===== config.mk =====
export PLATFORM = sky130hd
export DESIGN_NAME = dose_schedule_scanner
export DESIGN_NICKNAME = d
export VERILOG_FILES = /design/src/rtl/dose_schedule_scanner.sv
export SDC_FILE = /design/constraint.sdc
export NUM_CORES = 1
export LEC_CHECK = 0
export CAP_MARGIN = 10
export CORE_MARGIN = 8
export CORE_UTILIZATION = 25
export DETAILED_ROUTE_END_ITERATION = 8
export HOLD_SLACK_MARGIN = 0.05
export SLEW_MARGIN = 20
export SYNTH_ARGS = -nofsm -noshare
export SYNTH_HDL_FRONTEND = slang
export SYNTH_SLANG_ARGS = --single-unit
export TNS_END_PERCENT = 30

===== constraint.sdc =====
create_clock -name i_clk -period 2.5 [get_ports i_clk]
set_input_delay 0.625 -clock i_clk [delete_from_list [all_inputs] [get_ports i_clk]]
set_output_delay 0.625 -clock i_clk [all_outputs]
set_load 0.03 [all_outputs]

===== src/rtl/dose_schedule_scanner.sv =====
// Dose schedule scanner.
// On every schedule tick, sweeps all medicine slots. For each slot it reads
// frequency (RAM1) and time-remaining (RAM2). It then decrements
// time-remaining, or reloads it from frequency when a dose falls due. A due
// dose latches a per-slot LED until the user acknowledges it.
//
// Ports:
//   i_clk, i_rst_n       clock, asynchronous active-low reset
//   i_enable             scanning allowed (configuration complete)
//   i_ack                single-cycle acknowledge; clears lowest pending LED
//   i_valid_mask         slot i configured when bit i = 1
//   o_med_id             shared RAM1/RAM2 address
//   o_r_en_ram1/i_freq   frequency read strobe / data (valid next cycle)
//   o_r_en_ram2/i_time_rem  time-remaining read strobe / data (valid next cycle)
//   o_w_en_ram2/o_time_rem  time-remaining write strobe / data
//   o_due_led, o_alarm   per-slot pending dose, OR of all pending
//   o_busy               sweep in progress
//   o_next_due           min time-remaining written by last sweep (4'hF if none)
module dose_schedule_scanner #(
  parameter int unsigned NUM_MED     = 4,
  parameter int unsigned TICK_CYCLES = 8
) (
  input  logic               i_clk,
  input  logic               i_rst_n,
  input  logic               i_enable,
  input  logic               i_ack,
  input  logic [NUM_MED-1:0] i_valid_mask,
  output logic [3:0]         o_med_id,
  output logic               o_r_en_ram1,
  input  logic [3:0]         i_freq,
  output logic               o_r_en_ram2,
  input  logic [3:0]         i_time_rem,
  output logic               o_w_en_ram2,
  output logic [3:0]         o_time_rem,
  output logic [NUM_MED-1:0] o_due_led,
  output logic               o_alarm,
  output logic               o_busy,
  output logic [3:0]         o_next_due
);

  localparam int unsigned IdxW = (NUM_MED > 1) ? $clog2(NUM_MED) : 1;
  localparam int unsigned CntW = (TICK_CYCLES > 1) ? $clog2(TICK_CYCLES) : 1;
  localparam logic [IdxW-1:0] LastIdx = IdxW'(NUM_MED - 1);
  localparam logic [CntW-1:0] CntMax  = CntW'(TICK_CYCLES - 1);

  typedef enum logic [1:0] {StIdle, StRd, StUpd, StDone} state_e;

  state_e             r_state, w_state_d;
  logic [IdxW-1:0]    r_idx, w_idx_d;
  logic [CntW-1:0]    r_tick_cnt;
  logic               r_pending, w_pending_d;
  logic [NUM_MED-1:0] r_due;
  logic [3:0]         r_min, w_min_d;
  logic [3:0]         r_next_due, w_next_due_d;
  logic               w_tick, w_slot_valid, w_active, w_reload, w_last;
  logic [3:0]         w_wr_val;
  logic [NUM_MED-1:0] w_set, w_clr;

  // Tick counter: free-runs while enabled, parked at 0 otherwise.
  always_ff @(posedge i_clk or negedge i_rst_n) begin
    if (!i_rst_n) begin
      r_tick_cnt <= '0;
    end else if (!i_enable || (r_tick_cnt == CntMax)) begin
      r_tick_cnt <= '0;
    end else begin
      r_tick_cnt <= r_tick_cnt + CntW'(1);
    end
  end

  assign w_tick       = i_enable && (r_tick_cnt == CntMax);
  assign w_slot_valid = i_valid_mask[r_idx];
  assign w_last       = (r_idx == LastIdx);
  assign w_active     = (i_freq != 4'h0);
  assign w_reload     = (i_time_rem <= 4'd1);
  // T-1 is only taken when T >= 2, so no underflow.
  assign w_wr_val     = w_reload ? i_freq : (i_time_rem - 4'd1);

  always_comb begin
    w_state_d    = r_state;
    w_idx_d      = r_idx;
    w_pending_d  = r_pending;
    w_min_d      = r_min;
    w_next_due_d = r_next_due;
    w_set        = '0;
    o_r_en_ram1  = 1'b0;
    o_r_en_ram2  = 1'b0;
    o_w_en_ram2  = 1'b0;
    o_time_rem   = 4'h0;
    o_busy       = 1'b0;
    o_med_id     = 4'h0;

    // A tick during a sweep is remembered once; extra ticks are dropped.
    if (w_tick && (r_state != StIdle)) w_pending_d = 1'b1;

    unique case (r_state)
      StIdle: begin
        if (w_tick || (r_pending && i_enable)) begin
          w_state_d   = StRd;
          w_idx_d     = '0;
          w_pending_d = 1'b0;
        end
      end
      StRd: begin
        o_busy   = 1'b1;
        o_med_id = 4'(r_idx);
        if (w_slot_valid) begin
          o_r_en_ram1 = 1'b1;
          o_r_en_ram2 = 1'b1;
          w_state_d   = StUpd;
        end else if (w_last) begin
          w_state_d = StDone;
        end else begin
          w_idx_d = r_idx + IdxW'(1);
        end
      end
      StUpd: begin
        o_busy   = 1'b1;
        o_med_id = 4'(r_idx);
        // Frequency 0 marks an inactive slot: untouched and not counted.
        if (w_active) begin
          o_w_en_ram2 = 1'b1;
          o_time_rem  = w_wr_val;
          if (w_wr_val < r_min) w_min_d = w_wr_val;
          if (w_reload) w_set[r_idx] = 1'b1;
        end
        if (w_last) begin
          w_state_d = StDone;
        end else begin
          w_state_d = StRd;
          w_idx_d   = r_idx + IdxW'(1);
        end
      end
      StDone: begin
        o_busy       = 1'b1;
        w_next_due_d = r_min;
        w_min_d      = 4'hF;
        w_idx_d      = '0;
        if (w_tick || (r_pending && i_enable)) begin
          w_state_d   = StRd;
          w_pending_d = 1'b0;
        end else begin
          w_state_d = StIdle;
        end
      end
      default: w_state_d = StIdle;
    endcase

    if (!i_enable) w_pending_d = 1'b0;
  end

  // Ack clears only the lowest-index pending LED; iterating downward leaves
  // the lowest set bit as the final assignment.
  always_comb begin
    w_clr = '0;
    if (i_ack) begin
      for (int i = NUM_MED - 1; i >= 0; i--) begin
        if (r_due[i]) begin
          w_clr    = '0;
          w_clr[i] = 1'b1;
        end
      end
    end
  end

  always_ff @(posedge i_clk or negedge i_rst_n) begin
    if (!i_rst_n) begin
      r_state    <= StIdle;
      r_idx      <= '0;
      r_pending  <= 1'b0;
      r_due      <= '0;
      r_min      <= 4'hF;
      r_next_due <= 4'hF;
    end else begin
      r_state    <= w_state_d;
      r_idx      <= w_idx_d;
      r_pending  <= w_pending_d;
      // A new due from UPD overrides a same-cycle ack of that bit.
      r_due      <= (r_due & ~w_clr) | w_set;
      r_min      <= w_min_d;
      r_next_due <= w_next_due_d;
    end
  end

  assign o_due_led  = r_due;
  assign o_alarm    = |r_due;
  assign o_next_due = r_next_due;

endmodule


# ---- Word level (Yosys, flattened, before mapping)
# Index checks and enable logic that the tools add are counted.
dict set report classes {
  add_sub_neg 3
  n_lt_le_gt_ge 4
  n_eq_ne 10
  muxes 39
  n_bitwise 3
  reduce_logical 18
}
# operator n
set ops {}
lappend ops {{2-to-1 mux 4 bit} 13}
lappend ops {{2-to-1 mux 2 bit} 8}
lappend ops {{case mux 2 bit (4 select lines)} 2}
lappend ops {{2-to-1 mux 1 bit} 12}
lappend ops {{!= test 2 bit, second input constant} 4}
lappend ops {{case mux 4 bit (2 select lines)} 1}
lappend ops {{== test 2 bit, second input constant} 3}
lappend ops {{AND 4 bit} 1}
lappend ops {{less-or-equal comparator 4 x 1 -> 1 bit, second input constant} 1}
lappend ops {{logical AND 1 bit} 4}
lappend ops {{< comparator 4 bit} 1}
lappend ops {{NOT 4 bit} 1}
lappend ops {{OR 4 bit} 1}
lappend ops {{AND reduction 2 bit} 2}
lappend ops {{nonzero test 2 bit} 2}
lappend ops {{nonzero test 4 bit} 1}
lappend ops {{OR reduction 2 bit} 2}
lappend ops {{OR reduction 4 bit} 1}
lappend ops {{subtractor 4 x 1 -> 4 bit, second input constant} 1}
lappend ops {{adder 3 x 1 -> 3 bit, second input constant} 1}
lappend ops {{== test 3 bit, second input constant} 1}
lappend ops {{< comparator 2 x 3 -> 1 bit, second input constant} 1}
lappend ops {{2-to-1 mux 3 bit} 1}
lappend ops {{!= test 3 bit, second input constant} 1}
lappend ops {{other kinds (10)} 11}
dict set report totals {
  ff_bits 20
  in_bits 16
  output_inout_bits 21
  word_cells 84
}

# ---- Logic depth before layout (Yosys ltp)
dict set report logic_depth {
  depth_word 8
  ltp_mapped 14
  ltp_nobuf 13
}

# ---- Worst setup path before layout
# OpenSTA, ideal clock, no wires.
dict set report synth_timing {
  path_kind {in2reg}
  from {input i_time_rem[1]}
  to {register r_min[2]}
  setup_time_ps 89
  t_arrival_ps 2745
  required_ps 2411
  path_slack_ps -335
  path_stages 12
  n_path_buf 1
  path_cell_list {inv_1 > ha_1 > nor2_2 > or3_1 > clkbuf_1 > o21ai_0 > inv_1 > ha_1 > o211ai_1 > a211o_1 > a21oi_1 > a211oi_1}
}
dict set report synth_between {
  elab_chain_cells 5
  word_cells_on_any_way 9
  classes_between {add/sub (1); order compare (2); eq/ne (1); mux (4); reduce/logical (1)}
}
# item line
set synth_lines {}
lappend synth_lines {{start: declaration} 32} ;# input logic [3:0] i_time_rem,
lappend synth_lines {{subtractor 4 x 1 -> 4 bit / less-or-equal comparator 4 x 1 -> 1 bit (equally long branches)} {76, 74}}
lappend synth_lines {{2-to-1 mux 4 bit *} 76} ;# assign w_wr_val = w_reload ? i_freq : (i_time_rem - 4'd1);
lappend synth_lines {{< comparator 4 bit / 2-to-1 mux 4 bit (equally long branches)} 123} ;# if (w_wr_val < r_min) w_min_d = w_wr_val;
lappend synth_lines {{!= test 2 bit (no line) / 2-to-1 mux 4 bit (equally long branches)} --}
lappend synth_lines {{AND reduction 3 bit (no line) / case mux 4 bit (2 select lines) (equally long branches)} --}
lappend synth_lines {{end signal: assignment} 179} ;# r_min <= w_min_d;
lappend synth_lines {{end: declaration} 53} ;# logic [3:0] r_min, w_min_d;
# Every way passes the cells marked *; elsewhere a longest branch is shown, timed or not. The select of a mux whose other input is x is not followed.
# A chain may end at the register's enable or synchronous reset.

# ---- Worst setup path after layout
dict set report layout_timing {
  from {input i_time_rem[1]}
  to {register r_min[1]}
}
# Same word-level chain as after synthesis.

==> flow_summary.yaml <==
status:
  outcome: "finished with violations"
  violations: "setup timing"
grt:
  grt-ovfl-total: 0
  grt_max_degree: 21
  grt_pass1_vias: 1299
  grt_antenna_before_repair: 0
  grt_pass1_wl_um: 6044
  grt.total_usage_pct: 8.610
floorplanning:
  die-area_um2: 8276
  initial_core_util_pct: 25.67
  fp-row-count: 27
  die_h_um: 90.97
  core_um2: 5473
  die_x_um: 90.97
  pin_count: 37
power:
  p_int_mw: 1.166
  total_power_mw: 2.008
  p_seq_share_pct: 26.4
  switching_share_pct: 41.93
  combPwrFrac_pct: 61.4
  p_sw_mw: 0.8418
  ir_drop_uv: 663.7
  p_per_area_nw_per_um2: 889.6
  p_leak_nw: 1.054
  clkPwrFrac_pct: 12.2
layout:
  layout.nets: 236
  seqCellArea_um2: 510.5
  area_growth_pct: 60.64
  layout_common_cells: "buf_4 (31), clkdlybuf4s50_1 (18), inv_1 (16)"
  multi_input_area_um2: 915.9
  drive_gt1_share_pct: 40.39
  final_common_cell: "buf_4"
  nFillCells: 557
  n_antenna_cell: 0
cts:
  clk_latency_ns: 0.26
  cts_tree: "done"
  cts_made_buffers: 3
  root_buffer: "clkbuf_8"
  clkSinkCount: 20
  cts_max_path_buffers: 2
  htree_levels: 1
  clk_pin_slew_ns: 0.08
sta:
  hold_viol_final: 0
  slew_headroom_pct: 63.65
  setup_violations: 6
  skew_ns: 0.006262
  hold_slack_ns: 0.4445
  maxClockFrequency_ghz: 0.3857
  finalCritPeriodShare_pct: 103.7
  worst_slew_pin_slew_ns: 0.5395
  rsz0062_at_grt: "true"
  period_minus_slack_ns: 2.593
  fin_ws_ns: -0.09264
  drv_slew: 0
worst_setup_path:
  crit_type: "in2reg"
  start_kind: "input pin"
  arrival_ns: 2.77
  path_max_fanout: 5
  crit_required_ns: 2.68
  worstSetupEndpointType: "flip-flop"
flow_run:
  maxCapViolCount: 0
route:
  antenna_left: 0
  drt_wl_total_um: 3581
  via_per_inst: 4.462
  drc: 0
  drt_iter0_drc: 21
  wl_per_cell_um: 13.02
  vias: 1227
  first_pass_iters: 4
synth:
  syn_inst: 140
  syn_area_per_cell_um2: 10.04
  synth_warnings: 0
  synth_top_family_by_area: "compound AO/OA/AOI/OAI gates"
  synth_compound_area_share_pct: 19.68
  yosys.area_share.adder_pct: 14.25
  synthXorXnorAreaFrac_pct: 0.6233
  synthSimpleGateAreaFrac_pct: 14.87
  syn_area_um2: 1405
  yosysUniqueCellTypes: 44
  yosysSeqAreaShare_pct: 36.33
  synth.area.mux_share_pct: 6.322
  ys_seq_elements: 20
placed_design:
  io_buffer_count: 34
  hpwlAfterDp_um: 2888
  post-place-ws_ns: -0.9562
  gp_congestion: 0.7702
worst_hold_path:
  hold_path_class: "reg2reg"
[kinds of logic after synthesis]
kind of cell,Yosys count
and+or+nand+nor,39
AOI/OAI and AO/OA,33
buffers and inverters,23
DFF,20
adders and majority gates,16
muxes,7
other,1
xor gates and xnor gates,1
[through the flow]
stage | std cells | util (%) | instance area, um2 | TNS, ns
global placement | 267 | 37.91 | 2074 | -6.558
global route | 275 | 41.24 | 2257 | -0.9417
finish | 275 | 41.24 | 2257 | -0.4025
floorplan | 141 | - | 1508 | -0.7838
detailed placement | 267 | 37.91 | 2074 | -6.887
CTS | 273 | 39.99 | 2188 | -1.683
[per-layer routing]
metal | vias up | routed length [um] | global-route usage (%)
met4 | 0 | 0 | 1.637
met1 | 583 | 1783 | 11.71
li1 | 613 | - | -
met3 | 0 | 203 | 2.305
met2 | 31 | 1593 | 13.36
met5 | - | 0 | 0
[registers in the layout, indices dropped and copies added, names as in the netlist]
register    count
o_next_due      4
o_due_led       4
r_state         2
r_idx           2
r_pending       1
r_tick_cnt      3
r_min           4
[path summary, 6_finish.rpt]
path / end / depth (start not counted) / slack [ns] / from
worst max register to register: r_min[3] / 10 / 0.60 / r_state[0]
worst min-delay path: r_tick_cnt[0] / 1 / 0.44 / r_tick_cnt[0]
max in group asynchronous: o_next_due[0] / 2 / 1.52 / i_rst_n
worst max-delay path: r_min[1] / 12 / -0.09 / i_time_rem[1]
worst min register to register: r_tick_cnt[0] / 1 / 0.44 / r_tick_cnt[0]
min in group asynchronous: r_idx[0] / 2 / 0.70 / i_rst_n
[cells in the mapped netlist, drive strengths merged]
library cell	instances	area, um2
nand4	2	12.51
mux2	5	56.30
dfstp	8	210.2
o2111ai	1	8.760
ha	16	200.2
nor3	4	20.02
dfrtp	12	300.3
o21ai	8	40.04
o311a	1	10.01
nand3	1	5.000
o41ai	1	27.53
a21oi	4	31.28
nor2b	2	12.51
o22ai	1	6.260
clkbuf	2	17.51
o211ai	3	22.52
a211o	1	8.760
and2	4	27.53
conb	1	3.750
nor2	8	35.03
nor3b	1	7.510
nand2b	2	12.51
mux4	1	22.52
a211oi	5	47.54
a22o	2	17.52
xor2	1	8.760
and2b	1	8.760
buf	3	22.52
o31ai	1	7.510
a41oi	1	8.760
inv	18	67.56
mux2i	1	10.01
or3	1	6.260
a21boi	1	7.510
a221oi	3	32.53
nand2	11	43.80
and3b	2	17.52
[area by class of cell]
cell class                      instances  area share (%)
Multi-Input combinational cell         98           40.58
Timing Repair Buffer                   63           26.11
Sequential cell                        20           22.62
Inverter                               18           4.268
Tap cell                               72           3.991
Clock buffer                            4           2.439
[critical path, stage by stage]
cell      delay (ns)
buf_12          0.12
inv_16          0.05
ha_4            0.12
nor2_4          0.04
or3_4           0.36
mux2_4          0.34
ha_4            0.27
o211ai_1        0.12
buf_4           0.18
a211oi_4        0.20
nor2_2          0.08
a221oi_2        0.26
[what timing repair did]
item	in CTS	in global routing
pin swaps	11	10
gates resized for setup	31	17
hold buffers	0	0
endpoints found under the hold margin	0	0
setup endpoints to repair	13	11
setup buffers	2	4
[power groups by stage]
stage | Sequential (mW) | Clock (mW) | Combinational (mW)
floorplan | 0.582 | 0 | 0.694
global placement | 0.533 | 0 | 1.16
detailed placement | 0.536 | 0 | 1.16
CTS | 0.530 | 0.256 | 1.20
global route | 0.544 | 0.269 | 1.35
finish | 0.530 | 0.245 | 1.23
No activity file was read; power rests on OpenSTA's default activity.
